## src/rtl/div_pkg.sv

```systemverilog
// rtl/div_pkg.sv - shared types and constants for the restoring divider
// Purpose: state encoding, datapath width and divide-by-zero quotient value.
// Ports: none (package).
package div_pkg;

   localparam int DIV_W = 8;

   typedef enum logic [1:0] {
      IDLE = 2'd0,
      CALC = 2'd1,
      DONE = 2'd2
   } state_t;

   localparam logic [DIV_W-1:0] DIV0_QUOTIENT = '1;

endpackage

```

## src/rtl/sub_9bit.sv

```systemverilog
// rtl/sub_9bit.sv - 9-bit ripple subtractor built from adder/subtractor cells
// Purpose: diff = a - b using a chain of add/sub cells fixed in subtract mode.
// Ports: a, b   - 9-bit operands
//        diff   - 9-bit two's-complement difference
//        borrow - high when a < b (inverse of the final carry)
module sub_9bit (
   input  logic [8:0] a,
   input  logic [8:0] b,
   output logic [8:0] diff,
   output logic       borrow
);

   // Subtract mode: b is inverted in each cell and the chain carry-in is 1.
   localparam logic OP = 1'b1;

   logic [9:0] carry;

   assign carry[0] = OP;

   for (genvar i = 0; i < 9; i++) begin : g_cell
      logic b_x;
      assign b_x        = b[i] ^ OP;
      assign diff[i]    = a[i] ^ b_x ^ carry[i];
      assign carry[i+1] = (a[i] & b_x) | (carry[i] & (a[i] ^ b_x));
   end

   assign borrow = ~carry[9];

endmodule

```

## src/rtl/restoring_divider_8bit.sv

```systemverilog
// rtl/restoring_divider_8bit.sv - sequential unsigned restoring divider, one quotient bit per clock
// Purpose: computes dividend / divisor over WIDTH iterations; divisor 0 completes at once.
// Ports: clk, rst_n (async active-low)
//        start               - request, sampled only while idle
//        dividend, divisor   - operands captured on an accepted start
//        quotient, remainder - results, held until the next accepted start
//        busy                - high while iterating
//        done                - one-cycle completion pulse
//        div_by_zero         - last operation had a zero divisor
module restoring_divider_8bit
   import div_pkg::*;
#(
   parameter int WIDTH = DIV_W
) (
   input  logic             clk,
   input  logic             rst_n,
   input  logic             start,
   input  logic [WIDTH-1:0] dividend,
   input  logic [WIDTH-1:0] divisor,
   output logic [WIDTH-1:0] quotient,
   output logic [WIDTH-1:0] remainder,
   output logic             busy,
   output logic             done,
   output logic             div_by_zero
);

   localparam int CNT_W = $clog2(WIDTH) + 1;
   localparam logic [CNT_W-1:0] LAST_ITER = CNT_W'(WIDTH - 1);

   state_t state_q, state_d;

   logic [WIDTH:0]   rem_reg;
   logic [WIDTH-1:0] quo_reg;
   logic [WIDTH-1:0] d_reg;
   logic [CNT_W-1:0] cnt;

   logic [WIDTH:0]   shifted;
   logic [WIDTH:0]   trial;
   logic             borrow;
   logic [WIDTH:0]   rem_nxt;
   logic [WIDTH-1:0] quo_nxt;

   // A restored partial remainder is always below the divisor, so its MSB
   // is never set; it exists only to match the subtractor width.
   logic unused_rem_msb;
   assign unused_rem_msb = rem_reg[WIDTH];

   assign shifted = {rem_reg[WIDTH-1:0], quo_reg[WIDTH-1]};

   sub_9bit u_sub (
      .a      (shifted),
      .b      ({1'b0, d_reg}),
      .diff   (trial),
      .borrow (borrow)
   );

   // Borrow means the trial went negative: keep the shifted value, emit 0.
   assign rem_nxt = borrow ? shifted : trial;
   assign quo_nxt = {quo_reg[WIDTH-2:0], ~borrow};

   always_ff @(posedge clk or negedge rst_n) begin
      if (!rst_n) begin
         state_q <= IDLE;
      end else begin
         state_q <= state_d;
      end
   end

   always_comb begin
      state_d = state_q;
      case (state_q)
         IDLE: begin
            if (start) begin
               state_d = (divisor == '0) ? DONE : CALC;
            end
         end
         CALC: begin
            if (cnt == LAST_ITER) begin
               state_d = DONE;
            end
         end
         DONE:    state_d = IDLE;
         default: state_d = IDLE;
      endcase
   end

   always_ff @(posedge clk or negedge rst_n) begin
      if (!rst_n) begin
         rem_reg     <= '0;
         quo_reg     <= '0;
         d_reg       <= '0;
         cnt         <= '0;
         quotient    <= '0;
         remainder   <= '0;
         div_by_zero <= 1'b0;
      end else begin
         case (state_q)
            IDLE: begin
               if (start) begin
                  d_reg   <= divisor;
                  quo_reg <= dividend;
                  rem_reg <= '0;
                  cnt     <= '0;
                  if (divisor == '0) begin
                     quotient    <= DIV0_QUOTIENT;
                     remainder   <= dividend;
                     div_by_zero <= 1'b1;
                  end else begin
                     div_by_zero <= 1'b0;
                  end
               end
            end
            CALC: begin
               rem_reg <= rem_nxt;
               quo_reg <= quo_nxt;
               cnt     <= cnt + CNT_W'(1);
               if (cnt == LAST_ITER) begin
                  quotient  <= quo_nxt;
                  remainder <= rem_nxt[WIDTH-1:0];
               end
            end
            default: ;
         endcase
      end
   end

   assign busy = (state_q == CALC);
   assign done = (state_q == DONE);

endmodule

```

## config.mk

```make
export PLATFORM = sky130hd
export DESIGN_NAME = restoring_divider_8bit
export DESIGN_NICKNAME = d
export VERILOG_FILES = /design/src/rtl/div_pkg.sv /design/src/rtl/sub_9bit.sv /design/src/rtl/restoring_divider_8bit.sv
export SDC_FILE = /design/constraint.sdc
export NUM_CORES = 1
export LEC_CHECK = 0
export ABC_AREA = 1
export BUFFER_PORTS_ARGS = -buffer_cell sky130_fd_sc_hd__buf_2
export CORE_ASPECT_RATIO = 0.5
export CORE_MARGIN = 2
export CORE_UTILIZATION = 52
export DETAILED_ROUTE_END_ITERATION = 7
export PLACE_DENSITY = 0.74
export SYNTH_ARGS = -nofsm -noshare
export SYNTH_HDL_FRONTEND = slang
export SYNTH_SLANG_ARGS = --single-unit
```

## constraint.sdc

```tcl
create_clock -name clk -period 4.6 [get_ports clk]
set_clock_uncertainty 0.2 [all_clocks]
set_input_delay 0.69 -clock clk [delete_from_list [all_inputs] [get_ports clk]]
set_output_delay 0.69 -clock clk [all_outputs]
set_load 0.005 [all_outputs]
```

## After elaboration in Yosys (flattened, before gate mapping)

Cells that the tools add are included.

| operators by class | value |
|---|---|
| add/subtract/negate cells | 1 |
| multipliers | 0 |
| divide/modulo/power cells | 0 |
| $lt $le $gt $ge | 0 |
| equality and inequality tests | 6 |
| shift-type cells | 0 |
| muxes and demuxes | 20 |
| bitwise logic cells | 50 |
| reduce and logical (&&, ||, !) cells | 7 |

Operator list:

| operator | number |
|---|---|
| 8-bit two-way mux | 9 |
| 8-bit one-hot mux with 2 select lines | 4 |
| 1-bit bitwise AND | 16 |
| 1-bit XOR | 15 |
| 1-bit inverter | 10 |
| 1-bit bitwise OR | 9 |
| 8-bit zero test | 1 |
| 4-bit one-hot mux with 2 select lines | 1 |
| 2-bit two-way mux | 3 |
| 2-bit AND reduction | 3 |
| 4-bit by 1-bit adder with 4-bit output (second input constant) | 1 |
| 4-bit by 3-bit == test with 1-bit output (second input constant) | 1 |
| 4-bit two-way mux | 1 |
| 2-bit != test (second input constant) | 2 |
| 2-bit one-hot mux with 2 select lines | 1 |
| 4-bit AND reduction | 1 |
| 2-bit by 1-bit == test with 1-bit output (second input constant) | 1 |
| 2-bit == test (second input constant) | 1 |
| 2-bit zero test | 1 |
| 2-bit by 1-bit != test with 1-bit output (second input constant) | 1 |
| 2-bit nonzero test | 1 |
| 1-bit two-way mux | 1 |

| word-level totals | value |
|---|---|
| bits in registers | 47 |
| latch bits | 0 |
| RAM bits | 0 |
| memory bits (read-only) | 0 |
| input port bits | 19 |
| output and inout port bits | 19 |
| logic and storage cells | 92 |
| memories kept | 0 |

## Logic depth before layout (Yosys ltp)

| depth | value |
|---|---|
| depth in word-level cells | 22 |
| mapped depth | 19 |
| depth with buffers taken out | 19 |

## Modules after synthesis

From an unflattened synthesis, not the netlist that was laid out.

| second synthesis, totals | value |
|---|---|
| cell total of the unflattened synthesis | 300 |
| area total of the unflattened synthesis | 2,463.6 um^2 |

By module, submodules not included:

| module | times used | cells each | area an instance (um^2) | sequential area each (um^2) |
|---|---|---|---|---|
| restoring_divider_8bit | 1 | 272 | 2,219.6 | 1,176.1 |
| sub_9bit | 1 | 28 | 244.0 | 0.0 |

## Least setup slack after synthesis

Ideal clock, no wire load.

| timing path | value |
|---|---|
| kind | register to register |
| from | register quo_reg[7] |
| to | register remainder[0] |
| setup time | 0.066 ns |
| arrival | 3.431 ns |
| path slack | 0.903 ns |
| cell stages (with the launch flop) | 20 |
| buffers on the path | 0 |
| clock period less this slack | 3.697 ns |
| cells stage by stage | dfrtp_1 -> inv_1 -> ha_1 -> inv_1 -> fa_1 -> inv_1 -> fa_1 -> inv_1 -> fa_1 -> fa_1 -> fa_1 -> inv_1 -> fa_1 -> fa_1 -> inv_1 -> nor2_1 -> nand3_1 -> nand3_1 -> nand3_1 -> nand2_1 |

| on the way | value |
|---|---|
| cells in the longest elaborated chain, start to end | 21 |
| elaborated cells on any way between the ends | 23 |
| those cells by class | mux (3); bitwise (20) |

Ends and longest elaborated chain:

| element | RTL line | RTL |
|---|---|---|
| start, declared | restoring_divider_8bit.sv:33 | `logic [WIDTH-1:0] quo_reg;` |
| start signal, assigned | restoring_divider_8bit.sv:101 | `quo_reg <= dividend;` |
| start signal, assigned | restoring_divider_8bit.sv:115 | `quo_reg <= quo_nxt;` |
| 1-bit bitwise AND or 1-bit XOR (tied branches) | sub_9bit.sv:24, sub_9bit.sv:23 |  |
| 1-bit bitwise OR | sub_9bit.sv:24 | `assign carry[i+1] = (a[i] & b_x) \| (carry[i] & (a[i] ^ b_x));` |
| 1-bit bitwise AND | sub_9bit.sv:24 |  |
| 1-bit bitwise OR | sub_9bit.sv:24 |  |
| 1-bit bitwise AND | sub_9bit.sv:24 |  |
| 1-bit bitwise OR | sub_9bit.sv:24 |  |
| 1-bit bitwise AND | sub_9bit.sv:24 |  |
| 1-bit bitwise OR | sub_9bit.sv:24 |  |
| [5 not listed] | n/a |  |
| 1-bit bitwise OR | sub_9bit.sv:24 |  |
| 1-bit bitwise AND | sub_9bit.sv:24 |  |
| 1-bit bitwise OR | sub_9bit.sv:24 |  |
| 1-bit bitwise AND | sub_9bit.sv:24 |  |
| 1-bit bitwise OR | sub_9bit.sv:24 |  |
| 8-bit two-way mux (*) | restoring_divider_8bit.sv:58 | `assign rem_nxt = borrow ? shifted : trial;` |
| 8-bit two-way mux (*) | restoring_divider_8bit.sv:117 | `if (cnt == LAST_ITER) begin` |
| 8-bit one-hot mux with 2 select lines (*) | restoring_divider_8bit.sv:97 | `case (state_q)` |
| end signal, assigned | restoring_divider_8bit.sv:106 | `remainder <= dividend;` |
| end signal, assigned | restoring_divider_8bit.sv:119 | `remainder <= rem_nxt[WIDTH-1:0];` |
| end, declared | restoring_divider_8bit.sv:21 | `output logic [WIDTH-1:0] remainder,` |

Every way passes the cells marked *; elsewhere a longest branch is shown, timed or not. The select of a mux whose other input is x is not followed.
A chain may end at the register's enable or synchronous reset.

## Final worst setup path

| timing path | value |
|---|---|
| from | register quo_reg[7] |
| to | register remainder[1] |

| on the way | value |
|---|---|
| cells in the longest elaborated chain, start to end | 21 |
| elaborated cells on any way between the ends | 23 |
| those cells by class | mux (3); bitwise (20) |

Ends and longest elaborated chain:

| element | RTL line |
|---|---|
| 1-bit bitwise AND or 1-bit XOR (tied branches) | sub_9bit.sv:24 |
| 1-bit bitwise OR (*) | sub_9bit.sv:24 |
| 1-bit bitwise AND | sub_9bit.sv:24 |
| 1-bit bitwise OR | sub_9bit.sv:24 |
| 1-bit bitwise AND | sub_9bit.sv:24 |
| 1-bit bitwise OR | sub_9bit.sv:24 |
| 1-bit bitwise AND | sub_9bit.sv:24 |
| 1-bit bitwise OR | sub_9bit.sv:24 |
| [5 not listed] | n/a |
| 1-bit bitwise OR | sub_9bit.sv:24 |
| 1-bit bitwise AND | sub_9bit.sv:24 |
| 1-bit bitwise OR | sub_9bit.sv:24 |
| 1-bit bitwise AND | sub_9bit.sv:24 |
| 1-bit bitwise OR | sub_9bit.sv:24 |
| 8-bit two-way mux (*) | restoring_divider_8bit.sv:58 |
| 8-bit two-way mux (*) | restoring_divider_8bit.sv:117 |
| 8-bit one-hot mux with 2 select lines (*) | restoring_divider_8bit.sv:97 |

Marks and branches as above.

==> impl_metrics.csv <==
group,metric,value,unit
timing,finalHoldViolations,0,
routing,post_drt_wl_per_cell,14.2,µm
place,dpl_cell_area,2540,µm²
clock_network,cts_resized,0,
cells_and_area,drive_above_1_share,17.0,%
floorplan,die_area,5060,µm²
worst_setup_path,critPathKind,"reg2reg",
power_and_ir_drop,peakVddDrop,0.285,mV
power_and_ir_drop,sw_frac_of_total,46.0,%
run_status,status,"completed",
yosys,synth_cell_type_count,23,
worst_setup_path,crit_required,4650,ps
yosys,avgSynthCellArea,8.44,µm²
yosys,synthXorXnorAreaFrac,0.376,%
clock_network,cts_num_sinks,47,
yosys,synth_edf_count,0,
worst_setup_path,startpoint_type,"flip-flop",
yosys,muxShareOfSynthArea,0,%
yosys,synthAdderAreaFrac,7.09,%
grt,grt_overflow,0,
power_and_ir_drop,switchingPower,918,µW
yosys,synthArstFlopShare,100,%
routing,dr.pass1.iters,4,
place,dp_hpwl,3650,µm
place,gp_congestion,0.848,
timing,rsz0062_at_grt,"no",
power_and_ir_drop,leakage,0.00141,µW
yosys,ys_warn_count,0,
timing,finalCritPeriodShare,92.2,%
grt,antenna_found_initial,0,
routing,ant_nets,0,
cells_and_area,utilization,60.1,%
power_and_ir_drop,seqPwrFrac,36.0,%
floorplan,fp.dieW,98.6,µm
cells_and_area,syn2layout_area_growth,12.5,%
yosys,synth_compound_area_share,7.58,%
floorplan,start_util,53.4,%
place,io_buffer_count,37,
grt,track_usage,22.7,%
worst_setup_path,setup.worst_path.end_class,"flip-flop",
yosys,yosysMostFrequentCell,"nand2_1",
floorplan,ios,38,
cells_and_area,n_fill_cell,409,
routing,drt-initial-drc-count,183,
power_and_ir_drop,power_density,763,nW/µm²
clock_network,htree_levels,2,
clock_network,postCtsHoldBufs,0,
power_and_ir_drop,power_frac_comb,51.7,%
power_and_ir_drop,power,2000,µW
grt,grt_max_degree,48,
cells_and_area,num_antenna_cells,0,
power_and_ir_drop,intPower,1080,µW
timing,tns,0,ps
hold_path,hold_path_class,"reg2reg",
routing,wl,5230,µm
cells_and_area,fin_cells,369,
yosys,netlist_instances,276,
yosys,synth_top_family_by_area,"simple AND/OR/NAND/NOR gates",
grt,grt_pass1_vias,1812,
floorplan,core,4360,µm²
yosys,synth.top_cells.by_area,"dfrtp_1 (51%), nand2_1 (14%), nand3_1 (9.7%), fa_1 (6.0%), o21ai_0 (4.7%)",
routing,drcViolationCount,0,
grt,grt_pass1_wl,8960,µm
yosys,ys_ff_latch,47,
routing,vias,1956,
routing,via_per_inst,5.30,
clock_network,clk_pin_slew,90,ps
worst_setup_path,cp_max_fo,10,
timing,period_needed,4240,ps
cells_and_area,final_nets,339,
yosys,syn_area,2330,µm²
yosys,synth_seq_area_share,50.5,%
yosys,yosysTopAreaCellShare,50.5,%
clock_network,worstSkewPairLatency,300,ps
yosys,synthSimpleGateAreaFrac,26.9,%
timing,slew_headroom,31.3,%
yosys,yosys_most_used_dff,"dfrtp_1",
timing,max_freq,236,MHz
power_and_ir_drop,pwr-share-clk,12.3,%
clock_network,cts_tree,"built",
cells_and_area,design_area,2620,µm²
timing,worst_pin_slew,1030,ps
yosys,synth_nets,304,
timing,drv_slew,0,
clock_network,cts_made_buffers,5,
yosys,ys_top_cells_by_count,"nand2_1 (87), dfrtp_1 (47), nand3_1 (45)",
clock_network,cts_buffer_depth,2,
timing,setup_viol,0,
yosys,synth_area_leader_cell,"dfrtp_1",
clock_network,post_cts_buffers,0,
clock_network,ctsRootBufferMaster,"clkbuf_8",
floorplan,die_y,51.3,µm
place,dp.cells,361,
floorplan,fp-row-count,17,
flow_run,maxCapViolCount,0,
worst_setup_path,cp_data_arrival_time,4290,ps
[logic make-up after synthesis]
family,after synthesis
XOR/XNOR,1
buffers and inverters,42
AND/OR/NAND/NOR,146
adder cells (fa/ha/maj),9
AO/OA/AOI/OAI,31
flip-flops,47
[power by group through the flow]
stage,Clock [µW],Sequential [µW],Combinational [µW]
global route,265,743,1190
detailed placement,0,727,1030
global placement,0,720,992
floorplan,0,712,746
finish,245,720,1030
CTS,245,720,1030
[worst paths after layout]
| path | cells past startpoint | slack [ps] | endpoint | from |
|---|---|---|---|---|
| min in group asynchronous | 1 | 370 | state_q[0]$_DFFE_PN0P_ | rst_n |
| max in group asynchronous | 1 | 3200 | quotient[7]$_DFFE_PN0P_ | rst_n |
| worst max-delay path | 19 | 360 | remainder[1]$_DFFE_PN0P_ | quo_reg[7]$_DFFE_PN0P_ |
| worst max register to register | 19 | 360 | remainder[1]$_DFFE_PN0P_ | quo_reg[7]$_DFFE_PN0P_ |
| worst min-delay path | 2 | 270 | quotient[1]$_DFFE_PN0P_ | quotient[1]$_DFFE_PN0P_ |
| worst min register to register | 2 | 270 | quotient[1]$_DFFE_PN0P_ | quotient[1]$_DFFE_PN0P_ |
[worst max-delay path: stages (launching register included)]
cell,delay [ps]
dfrtp_1,380
inv_1,70
ha_1,150
inv_1,50
fa_1,360
inv_1,80
fa_1,150
inv_1,50
fa_1,370
fa_1,400
fa_1,370
inv_1,80
fa_1,180
fa_1,190
inv_1,50
nor2_1,490
nand3_1,220
nand3_1,150
nand3_1,80
nand2_1,100
[layout make-up]
type	instances	area, µm²	area share [%]
flip-flops and latches	47	1180	44.9
multi-input cells	187	977	37.3
repair buffers	38	193	7.36
inverters	32	120	4.59
clock buffers	7	76.3	2.91
well taps	57	71.3	2.72
clock inverters	1	5.00	0.191
[per-layer routing]
layer | global-route usage (%) | up-vias | part of all wire, %
li1 | - | 948 | -
met1 | 34.5 | 921 | 51
met2 | 33.4 | 79 | 41
met3 | 4.10 | 8 | 7.4
met4 | 6.39 | 0 | 1.2
met5 | 0 | - | 0
[cell usage in the layout (no fill, tap or decap)]
cell type / count
a22o_1: 1
nor2_1: 9
buf_4: 1
a21oi_1: 1
nand2_4: 2
clkbuf_8: 5
nand2_1: 87
buf_2: 37
clkbuf_1: 2
nor2_2: 2
inv_1: 29
nand3_1: 45
fa_1: 7
nand2_2: 1
o211ai_1: 4
o21ai_2: 1
o22ai_1: 1
xor2_1: 1
ha_1: 2
dfrtp_1: 47
inv_2: 3
a211oi_1: 1
clkinv_2: 1
o21ai_0: 22
[through the flow]
stage	hold slack (ps)	setup slack, ps
final	271	360
after CTS	276	369
after global placement	250	571
after detailed placement	255	406
after global routing	308	141
after floorplan	194	903
(Power assumes the default switching activity.)
